**src/rtl/ucomb_pkg.sv**
```systemverilog
// Shared types and helpers for the universal LUT array.
// State encoding, configuration size and saturating increment.
package ucomb_pkg;

  typedef enum logic [1:0] {
    UNCFG = 2'd0,
    LOAD  = 2'd1,
    RUN   = 2'd2
  } state_e;

  function automatic int cfg_w(input int lanes, input int k);
    return lanes * (1 << k);
  endfunction

  // Increment v, holding at the all-ones value of a w-bit counter.
  function automatic logic [31:0] sat_inc(
    input logic [31:0] v,
    input int          w
  );
    logic [31:0] top;
    top = (w >= 32) ? '1 : ((32'd1 << w) - 32'd1);
    return (v == top) ? v : v + 32'd1;
  endfunction

endpackage

```
**src/rtl/ucomb_lut.sv**
```systemverilog
// One K-input universal gate: a 2^K-entry table selected
// through a log-depth tree of 2:1 mux cells.
module ucomb_lut #(
  parameter int K = 3
) (
  input  logic [(1<<K)-1:0] table_i,
  input  logic [K-1:0]      sel_i,
  output logic              y_o
);

  localparam int N = 1 << K;

  // Level l halves the candidates using select bit l (LSB first).
  for (genvar l = 0; l < K; l++) begin : g_lvl
    localparam int W = N >> (l + 1);
    logic [W-1:0]   v;
    logic [2*W-1:0] src;

    if (l == 0) begin : g_src0
      assign src = table_i;
    end else begin : g_srcn
      assign src = g_lvl[l-1].v;
    end

    for (genvar j = 0; j < W; j++) begin : g_cell
      assign v[j] = sel_i[l] ? src[2*j+1] : src[2*j];
    end
  end

  assign y_o = g_lvl[K-1].v[0];

endmodule

```
**src/rtl/ucomb_array.sv**
```systemverilog
// Self-checking bank of serially configured K-input LUT lanes
// with a mux-tree main path and a direct-index reference path.
module ucomb_array
  import ucomb_pkg::*;
#(
  parameter int LANES = 4,
  parameter int K     = 3,
  parameter int CNT_W = 8
) (
  input  logic               clk,
  input  logic               rst_n,
  input  logic               cfg_start,
  input  logic               cfg_valid,
  input  logic               cfg_bit,
  output logic               cfg_done,
  input  logic               in_valid,
  input  logic [LANES*K-1:0] in_data,
  input  logic               inj_fault,
  output logic               out_valid,
  output logic [LANES-1:0]   out_data,
  output logic               mismatch,
  output logic [CNT_W-1:0]   err_count,
  output logic [1:0]         state
);

  localparam int T     = 1 << K;
  localparam int CFG_W = cfg_w(LANES, K);
  localparam int BW    = (CFG_W > 1) ? $clog2(CFG_W) : 1;
  localparam logic [BW-1:0] LAST = BW'(CFG_W - 1);

  state_e             state_q;
  logic [CFG_W-1:0]   tbl_q;
  logic [BW-1:0]      bcnt_q;
  logic               done_q;
  logic               ov_q;
  logic [LANES-1:0]   od_q;
  logic               mis_q;
  logic [CNT_W-1:0]   err_q;
  logic [CNT_W-1:0]   err_d;

  logic [LANES-1:0]   raw_v;
  logic [LANES-1:0]   main_v;
  logic [LANES-1:0]   ref_v;

  for (genvar g = 0; g < LANES; g++) begin : g_lane
    logic [T-1:0] lt;
    assign lt = tbl_q[g*T +: T];

    ucomb_lut #(.K(K)) u_lut (
      .table_i (lt),
      .sel_i   (in_data[g*K +: K]),
      .y_o     (raw_v[g])
    );

    assign ref_v[g] = lt[in_data[g*K +: K]];
  end

  always_comb begin
    main_v    = raw_v;
    main_v[0] = raw_v[0] ^ inj_fault;
  end

  assign err_d = CNT_W'(sat_inc(32'(err_q), CNT_W));

  always_ff @(posedge clk) begin
    if (!rst_n) begin
      state_q <= UNCFG;
      tbl_q   <= '0;
      bcnt_q  <= '0;
      done_q  <= 1'b0;
      ov_q    <= 1'b0;
      od_q    <= '0;
      mis_q   <= 1'b0;
      err_q   <= '0;
    end else begin
      ov_q <= 1'b0;
      if (cfg_start && state_q != 2'd3) begin
        // Start wins over any bit or input in the same cycle.
        state_q <= LOAD;
        tbl_q   <= '0;
        bcnt_q  <= '0;
        done_q  <= 1'b0;
        mis_q   <= 1'b0;
        err_q   <= '0;
      end else begin
        unique case (state_q)
          UNCFG: ;
          LOAD: begin
            if (cfg_valid) begin
              tbl_q[bcnt_q] <= cfg_bit;
              bcnt_q        <= bcnt_q + 1'b1;
              if (bcnt_q == LAST) begin
                state_q <= RUN;
                done_q  <= 1'b1;
              end
            end
          end
          RUN: begin
            if (in_valid) begin
              ov_q <= 1'b1;
              od_q <= main_v;
              if (main_v != ref_v) begin
                mis_q <= 1'b1;
                err_q <= err_d;
              end
            end
          end
          default: begin
            state_q <= UNCFG;
            done_q  <= 1'b0;
          end
        endcase
      end
    end
  end

  assign cfg_done  = done_q;
  assign out_valid = ov_q;
  assign out_data  = od_q;
  assign mismatch  = mis_q;
  assign err_count = err_q;
  assign state     = state_q;

endmodule

```
**config.mk**
```make
export PLATFORM = sky130hd
export DESIGN_NAME = ucomb_array
export DESIGN_NICKNAME = d
export VERILOG_FILES = /design/src/rtl/ucomb_pkg.sv /design/src/rtl/ucomb_lut.sv /design/src/rtl/ucomb_array.sv
export SDC_FILE = /design/constraint.sdc
export NUM_CORES = 1
export LEC_CHECK = 0
export ABC_AREA = 1
export CAP_MARGIN = 5
export CORE_ASPECT_RATIO = 1.2
export CORE_UTILIZATION = 55
export DETAILED_ROUTE_END_ITERATION = 8
export PLACE_DENSITY = 0.81
export SYNTH_ARGS = -nofsm -noshare
export SYNTH_HDL_FRONTEND = slang
export SYNTH_SLANG_ARGS = --single-unit
```
**constraint.sdc**
```tcl
create_clock -name clk -period 1.8 [get_ports clk]
set_input_delay 0.27 -clock clk [delete_from_list [all_inputs] [get_ports clk]]
set_output_delay 0.27 -clock clk [all_outputs]
set_load 0.02 [all_outputs]
```
# Word level (Yosys, flattened, before mapping)
# Cells that the tools add are included.
# W data, S select, Z words.
[word_totals]
ff_bits = 54
in_bits = 19
out_inout_bits = 17
elab_cells = 93
[classes]
add_sub_neg = 2
magnitude_cmp = 6
n_eq_ne = 11
mux = 47
n_bitwise = 6
n_reduce_logical = 12
[op_table]
columns = ["operator", "count"]
rows = [
  ["$mux W1", 37],
  ["$bwmux W32", 1],
  ["$lt A3 B4 Y1 const B", 4],
  ["$bmux W1 S3", 4],
  ["$reduce_and A3 Y1", 4],
  ["$add A8 B1 Y8 const B", 1],
  ["$eq A8 B8 Y1 const B", 1],
  ["$lt A5 B6 Y1 const B", 1],
  ["$ne A2 B2 Y1 const B", 3],
  ["$ne A3 B3 Y1 const B", 2],
  ["$add A5 B1 Y5 const B", 1],
  ["$demux W1 S5", 1],
  ["$eq A5 B5 Y1 const B", 1],
  ["$ge A5 B1 Y1 const B", 1],
  ["$not A1 Y1", 5],
  ["$mux W2", 2],
  ["$ne A4 B4 Y1", 1],
  ["$pmux W2 S2", 1],
  ["$reduce_and A4 Y1", 1],
  ["$reduce_or A2 Y1", 2],
  ["$reduce_or A3 Y1", 1],
  ["$eq A2 B1 Y1 const B", 1],
  ["$eq A2 B2 Y1 const B", 1],
  ["$logic_and A1 B1 Y1", 2],
  ["5 further kinds", 5],
]

# Depth between registers and ports, before layout
# Gate-level depths: netlist of the first run.
[logic_depth]
word_depth = 6
ltp_mapped = 9
mapped_depth_nobuf = 9

# By module
# From an unflattened synthesis of the first run, not the netlist that was laid out.
[hier_totals]
cells_unflattened = 517
area_unflattened_um2 = 3234.4
[modules_own_cells]
columns = ["module", "instances", "cells_per_inst", "area_per_inst_um2", "seq_area_each_um2"]
rows = [
  ["ucomb_array", 1, 405, 2793.9, 1061.0],
  ["ucomb_lut", 4, 28, 110.1, 0.0],
]

# Worst setup path before layout of the first run
# No wires, ideal clock.
[synth_path]
path_kind = "reg-to-reg"
start = "reg err_q[1] (netlist: err_count[1])"
end = "reg err_q[1] (netlist: err_count[1])"
setup_time_ps = 116
arrival_ps = 1319
t_required_ps = 1684
setup_slack_ps = 365
path_stages_with_launch = 9
path_buffers = 0
period_less_slack_ps = 1435
cell_sequence = "dfxtp_1 -> ha_1 -> nand2_1 -> nor3_4 -> nand2_2 -> nand2_4 -> inv_2 -> nor2_1 -> nor2_1"
[synth_between]
elab_chain_len = 3
elab_cells_between_ends = 4
cone_classes = "add/sub (1); eq/ne (1); bitwise (1); reduce/logical (1)"
[synth_lines]
columns = ["item", "line", "rtl"]
rows = [
  ["start, declared", "ucomb_array.sv:38", "logic [CNT_W-1:0] err_q;"],
  ["start signal, assigned", "ucomb_array.sv:104", "err_q <= err_d;"],
  ["parallel branches: the longest is 3 deep, another holds $add A8 B1 Y8", "-", ""],
]
# Several ways; the timed one is not identified.
# A chain may end at the register's enable or synchronous reset.

# Worst setup path in the final report of the first run
[layout_path]
start = "reg state_q[1] (netlist: state[1])"
end = "out state[1]"
[layout_lines]
columns = ["item", "line", "rtl"]
rows = [
  ["start, declared", "ucomb_array.sv:31", "state_e state_q;"],
  ["start signal, assigned", "ucomb_array.sv:67", "state_q <= UNCFG;"],
  ["start signal, assigned", "ucomb_array.sv:79", "state_q <= LOAD;"],
  ["start signal, assigned", "ucomb_array.sv:93", "state_q <= RUN;"],
  ["end, declared", "ucomb_array.sv:23", "output logic [1:0] state"],
]
# No word-level cell between the ends.

==> impl_metrics.csv, run 1 <==
group,metric,value,unit
outcome,outcome,"completed",
place,dpl_cell_area,3122,um^2
setup_path,reg2reg_from,"err_count[0]",
synthesis,synth.distinct_cells,30,
timing,fin_ws,149.3,ps
worst_hold_path,holdCritStartpoint,"out_data[2]",
place,dpl.hpwl,4638,um
detailed_routing,wl,6273,um
setup_path,worst-path-buf-inv,1,
setup_path,end_kind,"output pin",
timing,period_share,91.70,%
synthesis,ys_seq_area_share,39.64,%
synthesis,netlist.top_cell.by_area,"dfxtp_1",
setup_path,path_delay_family,"buffers and inverters",
grt,grt.total_usage,26.96,%
detailed_routing,initialDrtViolationCount,225,
grt,grt_pass1_vias,2487,
synthesis,synth_top_area_share,39.64,%
synthesis,synthMuxAreaShare,0,%
clocking,cts_setup_buffers,0,
timing,fmax,605.8,MHz
synthesis,synthTopCellsByArea,"dfxtp_1 (40%), a21oi_1 (8.4%), o21ai_0 (8.0%)",
setup_path,crit_chain,"clkdlybuf4s50_1",
clocking,cts_made_buffers,5,
worst_hold_path,holdPathEnd,"out_data[2]",
synthesis,synth_top_family_by_area,"simple AND/OR/NAND/NOR gates",
die,die_w,65.68,um
clocking,clock-root-buffer,"clkbuf_8",
power,p_per_area,655.2,nW/um^2
detailed_routing,viasPerCell,5.478,
place,port_buffers,35,
finish,layout_common_cells,"dfxtp_1 (53), inv_1 (47), nor2_1 (45), a21oi_1 (45), o21ai_0 (43)",
clocking,clk_pin_slew,90,ps
grt,antenna_found_initial,0,
detailed_routing,post_drt_wl_per_cell,13.32,um
grt,grt_pass1_wl,10750,um
finish,fin_util,69.64,%
setup_path,reg2reg_setup_slack,330,ps
timing,final_max_slew_viol_count,0,
timing,clock_skew,6.452,ps
power,p_leak,1.300,nW
clocking,cts_max_path_buffers,2,
finish,drive_gt1_share,8.475,%
clocking,cts_sinks,53,
setup_path,cpPeakStageDelay,640,ps
die,die_h,78.42,um
finish,antenna_cells,0,
setup_path,cp.arrival,1380,ps
setup_path,crit_type,"flop to output pin",
clocking,cts.htree.levels,2,
power,vdd.ir_drop.worst,0.0005063,V
timing,slew_headroom,79.08,%
flow_run,drv_cap,0,
setup_path,slowest_stage,"clkdlybuf4s50_1",
finish,layout_commonest_cell,"dfxtp_1",
place,dp.cells,463,
setup_path,crit_fanout,5,
worst_hold_path,hp-class,"flop to flop",
synthesis,syn_inst,373,
die,dieArea,5150,um^2
setup_path,start_kind,"flop",
finish,areaGrowthSynthToFinish,20.43,%
finish,stdcell_count,471,
detailed_routing,firstDrtPassIters,4,
place,pre_cts_ws,10.55,ps
timing,final_hold_viol_count,0,
timing,min_period,1651,ps
synthesis,synth-adder-area-share,2.805,%
detailed_routing,route.vias.total,2580,
place,gp_congestion,0.9132,
setup_path,r2r_end,"err_count[1]",
timing,fin_tns_setup,0,ps
synthesis,ys_warn_count,0,
finish,final_area,3223,um^2
grt,grt-ovfl-total,0,
die,core-area,4628,um^2
timing,setup_viol,0,
setup_path,r2r_cells,8,
grt,grt_max_degree,26,
clocking,hold_buffers,0,
die,num_rows,27,
synthesis,syn_avg_cell_area,7.175,um^2
clocking,cts_resized,0,
synthesis,synth-simple-area-share,28.71,%
synthesis,synth_compound_area_share,18.14,%
worst_hold_path,holdPathStages,2,
finish,num-nets-final,437,
synthesis,yosys.area_share.xor_xnor,1.636,%
die,start_util,57.83,%
synthesis,synth_nets,398,
clocking,insertion_delay,310,ps
detailed_routing,drc,0,
synthesis,ys_ff_latch,53,
clocking,cts_tree,"built",
die,ios,36,
setup_path,required,1530,ps
timing,grt_setup_unrepaired,"no",
synthesis,synth_area,2676,um^2
detailed_routing,drtAntennaViolNets,0,
timing,worstMarginPinSlew,313.0,ps
finish,fill_cells,374,
flip-flops by register name, indices dropped and copies added (netlist names):
register / flops
bcnt_q: 5
out_data: 4
state: 2
mismatch: 1
err_count: 8
tbl_q: 32
out_valid: 1
cell families after synthesis:
logic type,Yosys count
simple gates,154
compound gates,94
buf+inv,61
flops,53
fa+ha+maj,6
xor+xnor,5
synth_stat cells, drive strengths merged:
cell type  instances
dfxtp             53
inv               52
nor2              47
a21oi             46
nand2             46
o21ai             44
nand3             37
nor3              17
buf                6
ha                 6
clkbuf             3
nand3b             3
xor2               3
a31oi              2
nand4              2
nor4               2
xnor2              2
a21boi             1
o31ai              1
power by group:
part	internal, mW	switching (mW)
Combinational	0.0821	0.111
Sequential	1.18	0.00485
Clock	0.348	0.390
per-stage QoR:
| step | power (mW) | hold slack [ps] |
|---|---|---|
| after global placement | 1.395 | 453.0 |
| after CTS | 2.120 | 470.9 |
| after global routing | 2.184 | 488.1 |
| after floorplan | 1.315 | 440.9 |
| after detailed placement | 1.399 | 456.9 |
| final | 2.112 | 472.4 |
cell type report:
type | count | area [um^2] | share of cell area [%]
tap | 58 | 72.57 | 2.252
timing repair buffer | 41 | 420.4 | 13.04
sequential | 53 | 1061 | 32.92
inverter | 52 | 195.2 | 6.056
clock buffer | 7 | 96.34 | 2.989
clock inverter | 1 | 5.005 | 0.1553
multi-input combinational | 259 | 1373 | 42.59
worst max-delay path by stage:
stage / from / to / slack (ps) / cells after the start
2_1_floorplan: err_count[1] / err_count[1] / 360 / 8
3_3_place_gp: cfg_start / tbl_q[10] / 70 / 6
3_5_place_dp: cfg_start / tbl_q[7] / 10 / 6
4_1_cts: err_count[0] / err_count[0] / 140 / 1
5_1_grt: err_count[6] / err_count[6] / 90 / 1
6_report: state[1] / state[1] / 150 / 1
layer usage:
layer	up-vias	global-route usage, %	share of wire [%]
li1	1310	-	-
met1	1185	31.00	43
met2	73	47.04	50
met3	12	5.669	4.6
met4	0	11.52	2.3
met5	-	0	0
worst min-delay path, stage by stage (launching register included):
cell and delay [ps]:
dfxtp_1 320, nand2_1 60, a21oi_1 50
Note: power is estimated with default switching activity, not from simulation.
==> run 2: changes to the inputs <==
GPL_ROUTABILITY_DRIVEN = 0   (was not set)
==> results of run 2 <==
Final layout, timing and power as in run 1 (identical DEF).
==> run 3: changes to the inputs <==
CTS_BUF_LIST = sky130_fd_sc_hd__clkbuf_16   (was not set)
==> impl_metrics.csv, run 3 (synthesis gave the netlist of run 1 again) <==
group,metric,value,unit
die,num_rows,27,
die,ios,36,
detailed_routing,firstDrtPassIters,7,
setup_path,crit_fanout,5,
setup_path,startpoint,"state[1]",
detailed_routing,route.vias.total,2608,
clocking,cts_sinks,53,
clocking,cts_max_path_buffers,2,
finish,fill_cells,366,
timing,fin_tns_setup,0,ps
grt,grt-ovfl-total,0,
detailed_routing,post_drt_wl_per_cell,13.73,um
finish,drive_gt1_share,7.990,%
timing,fmax,621.5,MHz
setup_path,crit_type,"flop to output pin",
detailed_routing,wl,6467,um
clocking,cts_setup_buffers,0,
setup_path,end_kind,"output pin",
setup_path,path_delay_family,"buffers and inverters",
detailed_routing,initialDrtViolationCount,266,
place,port_buffers,35,
timing,grt_setup_unrepaired,"no",
setup_path,required,1530,ps
setup_path,slowest_stage,"clkdlybuf4s50_1",
power,power.total,2.281,mW
grt,antenna_found_initial,0,
detailed_routing,viasPerCell,5.537,
finish,layout_commonest_cell,"dfxtp_1",
finish,areaGrowthSynthToFinish,21.79,%
power,p_leak,1.314,nW
detailed_routing,drc,0,
timing,period_share,89.39,%
timing,final_max_slew_viol_count,0,
finish,antenna_cells,0,
clocking,cts_tree,"built",
power,vdd.ir_drop.worst,0.0005396,V
die,dieArea,5150,um^2
outcome,outcome,"completed",
grt,grt_max_degree,26,
timing,worstMarginPinSlew,315.2,ps
finish,num-nets-final,437,
setup_path,start_kind,"flop",
finish,layout_common_cells,"dfxtp_1 (53), inv_1 (47), nor2_1 (45), a21oi_1 (45), o21ai_0 (43)",
timing,min_period,1609,ps
timing,clock_skew,3.246,ps
clocking,cts_made_buffers,5,
setup_path,worst-path-buf-inv,1,
clocking,hold_buffers,0,
clocking,insertion_delay,280,ps
timing,slew_headroom,78.94,%
place,dpl.hpwl,4638,um
timing,setup_viol,0,
setup_path,reg2reg_from,"err_count[0]",
flow_run,drv_cap,0,
finish,largest-register,"tbl_q",
finish,regArea,1061,um^2
worst_hold_path,hp-class,"flop to flop",
finish,fin_util,70.42,%
clocking,clk_pin_slew,70,ps
setup_path,cp.arrival,1340,ps
finish,multi_input_area,1373,um^2
die,die_h,78.42,um
setup_path,crit_chain,"clkdlybuf4s50_1",
timing,final_hold_viol_count,0,
clocking,cts_resized,0,
clocking,cts.htree.levels,2,
grt,grt_pass1_wl,10850,um
power,p_per_area,699.9,nW/um^2
grt,grt.total_usage,26.99,%
timing,hold_slack,468.3,ps
die,start_util,57.83,%
clocking,clock-root-buffer,"clkbuf_16",
die,core-area,4628,um^2
setup_path,cpPeakStageDelay,640,ps
die,die_w,65.68,um
worst_hold_path,holdCritStartpoint,"out_data[2]",
grt,grt_pass1_vias,2548,
detailed_routing,drtAntennaViolNets,0,
finish,largest_register_ffs,32,
[run 3: stage by stage]
step	cells	cell area [um^2]	setup slack, ps
global route	471	3259	133.4
detailed placement	463	3122	10.55
global placement	463	3122	74.66
finish	471	3259	191.0
floorplan	373	2676	364.9
CTS	471	3259	188.1
[run 3: worst paths after layout]
check	end	slack, ps	cells after the start
setup / recovery	state[1]	190	1
hold reg to reg	out_data[2]	470	2
setup reg to reg	err_count[1]	330	8
hold / removal	out_data[2]	470	2
[run 3: power breakdown]
group / switching, mW / total [mW] / internal [mW]
combinational: 0.112 / 0.194 / 0.0822
sequential: 0.00498 / 1.18 / 1.18
clock: 0.402 / 0.906 / 0.504
[run 3: cell type report]
cell class	instances	area share [%]
multi-input cells	259	42.11
flip-flops and latches	53	32.55
repair buffers	41	12.90
inverters	52	5.988
clock buffers	5	3.839
well taps	58	2.226
clock inverters	3	0.3839
[run 3: routing by layer]
metal	track usage, %	up-vias	wire [um]
met3	4.070	18	292
met4	12.83	0	172
met2	47.86	88	3249
met5	0	-	0
li1	-	1317	-
met1	30.82	1185	2753
